<file path="src/rtl/poly_addsub_ctrl_if.sv">
// rtl/poly_addsub_ctrl_if.sv - read/write port bundle for the mod-q poly add/sub sequencer
// i_* are driven into the sequencer, o_* come out of it.
interface poly_addsub_ctrl_if #(
  parameter int N  = 256,
  parameter int AW = $clog2(N)
);
  logic          i_start;
  logic          i_op;
  logic          i_stall;
  logic [11:0]   i_a_data;
  logic [11:0]   i_b_data;
  logic          o_rd_en;
  logic [AW-1:0] o_rd_addr;
  logic          o_wr_en;
  logic [AW-1:0] o_wr_addr;
  logic [11:0]   o_wr_data;
  logic          o_busy;
  logic          o_done;

  modport slave (
    input  i_start, i_op, i_stall, i_a_data, i_b_data,
    output o_rd_en, o_rd_addr, o_wr_en, o_wr_addr, o_wr_data, o_busy, o_done
  );

  modport master (
    output i_start, i_op, i_stall, i_a_data, i_b_data,
    input  o_rd_en, o_rd_addr, o_wr_en, o_wr_addr, o_wr_data, o_busy, o_done
  );
endinterface

</file>
<file path="src/rtl/poly_addsub_ctrl.sv">
// rtl/poly_addsub_ctrl.sv - sequencer for coefficient-wise C = A +/- B mod Q over external RAMs
// Reads issue on o_rd_en, data returns one cycle later, result is written two cycles after the read.
module poly_addsub_ctrl #(
  parameter int N = 256,
  parameter int Q = 3329
) (
  input  logic              clk,
  input  logic              rst,
  poly_addsub_ctrl_if.slave bus
);
  localparam int          AW = $clog2(N);
  localparam logic [12:0] QW = 13'(Q);

  typedef enum logic [1:0] {S_IDLE, S_RUN, S_DRAIN, S_DONE} state_t;

  state_t        r_state;
  state_t        w_state_nxt;
  logic          r_op;
  logic          w_op_nxt;
  logic [AW-1:0] r_cnt;
  logic [AW-1:0] w_cnt_nxt;
  logic          r_rd_en;
  logic          w_rd_en_nxt;
  logic [AW-1:0] r_rd_addr;
  logic [AW-1:0] w_rd_addr_nxt;
  logic          r_busy;
  logic          w_busy_nxt;
  logic          r_done;
  logic          w_done_nxt;
  logic          w_launch;
  logic [AW-1:0] w_base;

  logic          r_s1_vld;
  logic [AW-1:0] r_s1_addr;
  logic          r_wr_en;
  logic [AW-1:0] r_wr_addr;
  logic [11:0]   r_wr_data;

  logic [12:0]   w_sum;
  logic [12:0]   w_dif;
  logic [11:0]   w_sum_red;
  logic [11:0]   w_dif_red;
  logic [11:0]   w_result;

  always_ff @(posedge clk or posedge rst) begin
    if (rst) begin
      r_state   <= S_IDLE;
      r_op      <= 1'b0;
      r_cnt     <= '0;
      r_rd_en   <= 1'b0;
      r_rd_addr <= '0;
      r_busy    <= 1'b0;
      r_done    <= 1'b0;
    end else begin
      r_state   <= w_state_nxt;
      r_op      <= w_op_nxt;
      r_cnt     <= w_cnt_nxt;
      r_rd_en   <= w_rd_en_nxt;
      r_rd_addr <= w_rd_addr_nxt;
      r_busy    <= w_busy_nxt;
      r_done    <= w_done_nxt;
    end
  end

  // Reads are decided one edge ahead so every output stays a flop; a start edge launches address 0.
  always_comb begin
    w_state_nxt   = r_state;
    w_op_nxt      = r_op;
    w_cnt_nxt     = r_cnt;
    w_rd_en_nxt   = 1'b0;
    w_rd_addr_nxt = r_rd_addr;
    w_launch      = 1'b0;
    w_base        = r_cnt;

    case (r_state)
      S_IDLE, S_DONE: begin
        w_state_nxt = S_IDLE;
        if (bus.i_start) begin
          w_op_nxt    = bus.i_op;
          w_state_nxt = S_RUN;
          w_launch    = 1'b1;
          w_base      = '0;
        end
      end
      S_RUN: begin
        w_launch = 1'b1;
      end
      S_DRAIN: begin
        // r_rd_en and r_s1_vld feed the two pipeline valid flops on this edge
        if (!r_rd_en && !r_s1_vld) begin
          w_state_nxt = S_DONE;
        end
      end
      default: begin
        w_state_nxt = S_IDLE;
      end
    endcase

    if (w_launch) begin
      w_cnt_nxt = w_base;
      if (!bus.i_stall) begin
        w_rd_en_nxt   = 1'b1;
        w_rd_addr_nxt = w_base;
        if (w_base == AW'(N - 1)) begin
          w_state_nxt = S_DRAIN;
        end else begin
          w_cnt_nxt = w_base + AW'(1);
        end
      end
    end

    w_busy_nxt = (w_state_nxt == S_RUN) || (w_state_nxt == S_DRAIN);
    w_done_nxt = (w_state_nxt == S_DONE);
  end

  always_comb begin
    w_sum     = {1'b0, bus.i_a_data} + {1'b0, bus.i_b_data};
    w_sum_red = (w_sum >= QW) ? 12'(w_sum - QW) : w_sum[11:0];
    w_dif     = {1'b0, bus.i_a_data} - {1'b0, bus.i_b_data};
    w_dif_red = w_dif[12] ? 12'(w_dif + QW) : w_dif[11:0];
    w_result  = r_op ? w_dif_red : w_sum_red;
  end

  always_ff @(posedge clk or posedge rst) begin
    if (rst) begin
      r_s1_vld  <= 1'b0;
      r_s1_addr <= '0;
      r_wr_en   <= 1'b0;
      r_wr_addr <= '0;
      r_wr_data <= '0;
    end else begin
      r_s1_vld  <= r_rd_en;
      r_s1_addr <= r_rd_addr;
      r_wr_en   <= r_s1_vld;
      if (r_s1_vld) begin
        r_wr_addr <= r_s1_addr;
        r_wr_data <= w_result;
      end
    end
  end

  assign bus.o_rd_en   = r_rd_en;
  assign bus.o_rd_addr = r_rd_addr;
  assign bus.o_wr_en   = r_wr_en;
  assign bus.o_wr_addr = r_wr_addr;
  assign bus.o_wr_data = r_wr_data;
  assign bus.o_busy    = r_busy;
  assign bus.o_done    = r_done;
endmodule

</file>
<file path="src/flat_wrapper.sv">
// flat-port wrapper written by rule: the top's interface ports become plain ports
module poly_addsub_ctrl_flat 
#(
  parameter int N = 256,
  parameter int Q = 3329
)
  (clk, rst, bus_i_start, bus_i_op, bus_i_stall, bus_i_a_data, bus_i_b_data, bus_o_rd_en, bus_o_rd_addr, bus_o_wr_en, bus_o_wr_addr, bus_o_wr_data, bus_o_busy, bus_o_done);
  poly_addsub_ctrl_if #(.N(N)) bus_i ();
  input  logic clk;
  input  logic rst;
  input wire logic [$bits(bus_i.i_start)-1:0] bus_i_start;
  input wire logic [$bits(bus_i.i_op)-1:0] bus_i_op;
  input wire logic [$bits(bus_i.i_stall)-1:0] bus_i_stall;
  input wire logic [$bits(bus_i.i_a_data)-1:0] bus_i_a_data;
  input wire logic [$bits(bus_i.i_b_data)-1:0] bus_i_b_data;
  output wire logic [$bits(bus_i.o_rd_en)-1:0] bus_o_rd_en;
  output wire logic [$bits(bus_i.o_rd_addr)-1:0] bus_o_rd_addr;
  output wire logic [$bits(bus_i.o_wr_en)-1:0] bus_o_wr_en;
  output wire logic [$bits(bus_i.o_wr_addr)-1:0] bus_o_wr_addr;
  output wire logic [$bits(bus_i.o_wr_data)-1:0] bus_o_wr_data;
  output wire logic [$bits(bus_i.o_busy)-1:0] bus_o_busy;
  output wire logic [$bits(bus_i.o_done)-1:0] bus_o_done;
  assign bus_i.i_start = bus_i_start;
  assign bus_i.i_op = bus_i_op;
  assign bus_i.i_stall = bus_i_stall;
  assign bus_i.i_a_data = bus_i_a_data;
  assign bus_i.i_b_data = bus_i_b_data;
  assign bus_o_rd_en = bus_i.o_rd_en;
  assign bus_o_rd_addr = bus_i.o_rd_addr;
  assign bus_o_wr_en = bus_i.o_wr_en;
  assign bus_o_wr_addr = bus_i.o_wr_addr;
  assign bus_o_wr_data = bus_i.o_wr_data;
  assign bus_o_busy = bus_i.o_busy;
  assign bus_o_done = bus_i.o_done;
  poly_addsub_ctrl #(.N(N), .Q(Q)) u_core (.clk(clk), .rst(rst), .bus(bus_i));
endmodule
</file>
<file path="config.mk">
export PLATFORM = sky130hd
export DESIGN_NAME = poly_addsub_ctrl_flat
export DESIGN_NICKNAME = d
export VERILOG_FILES = /design/src/rtl/poly_addsub_ctrl_if.sv /design/src/rtl/poly_addsub_ctrl.sv /design/src/flat_wrapper.sv
export SDC_FILE = /design/constraint.sdc
export NUM_CORES = 1
export LEC_CHECK = 0
export CAP_MARGIN = 10
export CORE_MARGIN = 3
export CORE_UTILIZATION = 35
export DETAILED_ROUTE_END_ITERATION = 8
export HOLD_SLACK_MARGIN = 0.06
export SETUP_SLACK_MARGIN = 0.3
export SYNTH_ARGS = -nofsm -noshare
export SYNTH_HDL_FRONTEND = slang
export SYNTH_SLANG_ARGS = --single-unit
</file>
<file path="constraint.sdc">
create_clock -name clk -period 6.3 [get_ports clk]
set_clock_uncertainty 0.2 [all_clocks]
set_input_delay 0.945 -clock clk [delete_from_list [all_inputs] [get_ports clk]]
set_output_delay 0.945 -clock clk [all_outputs]
set_load 0.02 [all_outputs]
</file>
==> impl_metrics.toml <==
[detailed_routing]
vias = 3409
routedWlPerCell_um = 15.1
routed_via_density = 5.36
dr_wl_met3_um = 441
wl_met1_um = 4870
wl_um = 9600
ant_nets = 0
wl_met2_um = 4230
drc_errors = 0
first_iter_violations = 140
top_layer_used = "met4"
drt-pass1-iter-count = 4

[clocking]
htree_levels = 2
clk_pin_slew_ps = 60
cts_sinks = 52
ctsResizeCount = 0
cts_tree = "built"
clock_latency_ps = 280
clock_path_buffers = 2
cts-root-buf = "clkbuf_16"
cts_made_buffers = 5
post_cts_buffers = 0
ctsHoldBuffers = 0

[floorplan]
start_util = 0.368
num_io_pins = 61
coreArea_um2 = 11100
die_h_um = 114
rows = 38
fp.dieArea_um2 = 13000
die_width_um = 114

[critical_path]
max_stage_delay_ps = 540
critical_path_class = "in -> reg"
cp_cell_sequence = "clkdlybuf4s50_1, ha_1, fa_1, nor2b_1, o211ai_1, a41oi_1, xnor2_1, o41ai_4, a211oi_4, o21ai_2, or3b_1, nand3_1"
crit_required_ps = 6320
slowest_stage = "a211oi_4"
worstSetupStartpointType = "input pin"
cp-end-kind = "register"
cp.arrival_ps = 4610
cp_max_fo = 7

[synthesis]
synthCells = 446
yosys_warnings = 0
async_flop_share = 1.00
yosysSeqAreaShare = 0.318
synth_nets = 509
synth.distinct_cells = 72
synth_ff_type = "dfrtp_1"
netlist_top_cells_area = "dfrtp_1 (32%), ha_1 (9.8%), xnor2_1 (4.7%)"
yosys.area.top_type_share = 0.318
syn-mean-instance-area_um2 = 9.19
synth_top_cell_by_area = "dfrtp_1"
synth-seq-cells = 52
syn_area_um2 = 4100
synth_edf_count = 0

[grt]
grt_usage = 0.153
grt_pass1_vias = 3396
antenna_found_initial = 0
gr-total-overflow = 0
grt_max_degree = 53
grt_pass1_wl_um = 16600

[placement]
dpl.hpwl_um = 7570
dp_cells = 628
dp_slack_ps = 1520
portBuffers = 60
place.gp.congestion = 0.903

[timing]
maxSlewHeadroom = 0.356
period_needed_ps = 4590
fin_setup_tns_ps = 0
worst_slack_ps = 1710
rsz0062_at_grt = "no"
finalHoldViolCount = 0
max_clock_freq_ghz = 0.218
tightest_slew_ps = 967
slew_violations = 0
fin_crit_sh = 0.729
finalSetupViolCount = 0

[cells_and_area]
n_antenna_cell = 0
nNetsFinal = 559
fillers = 1083
area_delta_synth_final_pct = 20.3
drive_above_1_share = 0.0927
fin_cells = 636

[flow_run]
maxCapViolCount = 0

[power_and_ir_drop]
vdd_ir_drop_max_mv = 0.163
p_leak_nw = 2.18
p_per_area_nw_per_um2 = 287

[min_path]
worstHoldPathType = "reg -> reg"

[run_status]
status = "completed"
## final cells by class
cell class / count / area [um^2] / area share
multi-input combinational: 343 / 2570 / 0.522
sequential: 52 / 1300 / 0.264
timing repair buffer: 61 / 621 / 0.126
tap: 140 / 175 / 0.0355
clock buffer: 5 / 125 / 0.0254
inverter: 33 / 124 / 0.0251
clock inverter: 2 / 12.5 / 0.00254
## worst max-delay path: cells and delay by family
| family | cells | cell delay (ps) |
|---|---|---|
| fa+ha+maj | 2 | 690 |
| compound gates | 5 | 1410 |
| buf+inv | 1 | 430 |
| simple gates | 3 | 640 |
| xor+xnor | 1 | 500 |
## state kept, by name (all words and copies together), names as in the netlist
name	count
u_core.r_state	2
u_core.r_s1_addr	8
u_core.r_s1_vld	1
u_core.r_cnt	8
u_core.bus.o_wr_addr	8
u_core.bus.o_wr_data	12
u_core.bus.o_wr_en	1
u_core.bus.o_rd_en	1
u_core.r_op	1
u_core.bus.o_done	1
u_core.bus.o_rd_addr	8
u_core.bus.o_busy	1
## layer usage
metal	vias to the layer above	GRT usage
li1	1692	-
met1	1638	0.227
met2	73	0.237
met3	6	0.0275
met4	0	0.0214
met5	-	0
## kinds of logic after synthesis
logic type / Yosys count / share of synthesized area
simple gates: 149 / 0.187
compound gates: 109 / 0.215
flops: 52 / 0.318
buf+inv: 51 / 0.0547
xor+xnor: 34 / 0.0727
fa+ha+maj: 34 / 0.107
mux: 17 / 0.0449
## per-stage QoR
step	power [W]	hold WS (ps)	instance area (um^2)	util
6_report	0.00141	201	4930	0.443
3_3_place_gp	0.00116	180	4770	0.429
2_1_floorplan	0.000932	152	4100	-
5_1_grt	0.00153	211	4930	0.443
3_5_place_dp	0.00117	186	4770	0.429
4_1_cts	0.00143	201	4910	0.441
## synth_stat cells, types with 7 or more instances
master,n
and2_1,7
clkbuf_1,9
nand2_1,32
xnor2_1,22
nand2b_1,11
dfrtp_1,52
nor2_1,34
inv_1,31
o21ai_0,16
nand3_1,14
ha_1,32
xor2_1,12
mux2_2,11
a31oi_1,7
nor2b_1,9
a21oi_1,21
## final timing paths
path | from | end | slack (ps) | cells after the start
setup / recovery | bus_i_b_data[0] | u_core.bus.o_wr_data[2] | 1710 | 12
hold / removal | u_core.bus.o_rd_addr[1] | u_core.r_s1_addr[1] | 200 | 0
setup reg to reg | u_core.r_state[0] | u_core.r_cnt[4] | 3350 | 10
hold reg to reg | u_core.bus.o_rd_addr[1] | u_core.r_s1_addr[1] | 200 | 0
max in group asynchronous | rst | u_core.bus.o_done | 4520 | 3
min in group asynchronous | rst | u_core.bus.o_wr_addr[7] | 840 | 2
## cell usage in the layout, fill, tap and decap left out, types with 5 or more instances in the layout
| master | netlist | final |
|---|---|---|
| a31oi_1 | 7 | 7 |
| a21oi_1 | 21 | 21 |
| clkdlybuf4s50_1 | 0 | 60 |
| nor3_1 | 6 | 6 |
| a21o_1 | 5 | 5 |
| dfrtp_1 | 52 | 52 |
| xor2_1 | 12 | 12 |
| nand3_1 | 14 | 14 |
| nor2_1 | 34 | 34 |
| o221ai_1 | 5 | 5 |
| and2_1 | 7 | 7 |
| inv_1 | 31 | 30 |
| mux2i_1 | 6 | 6 |
| mux2_2 | 11 | 11 |
| nor2b_1 | 9 | 9 |
| clkbuf_16 | 0 | 5 |
| and3_1 | 6 | 6 |
| xnor2_1 | 22 | 22 |
| or2_2 | 5 | 5 |
| nand2_1 | 32 | 32 |
| or3_1 | 5 | 5 |
| a211oi_1 | 5 | 5 |
| ha_1 | 32 | 32 |
| nand2b_1 | 11 | 11 |
| o21ai_0 | 16 | 16 |
## where the power goes
part           switching (W)  internal (W)
registers          0.0000690      0.000411
logic               0.000371      0.000307
clock network       0.000112      0.000144
No activity file was read; power rests on OpenSTA's default activity.
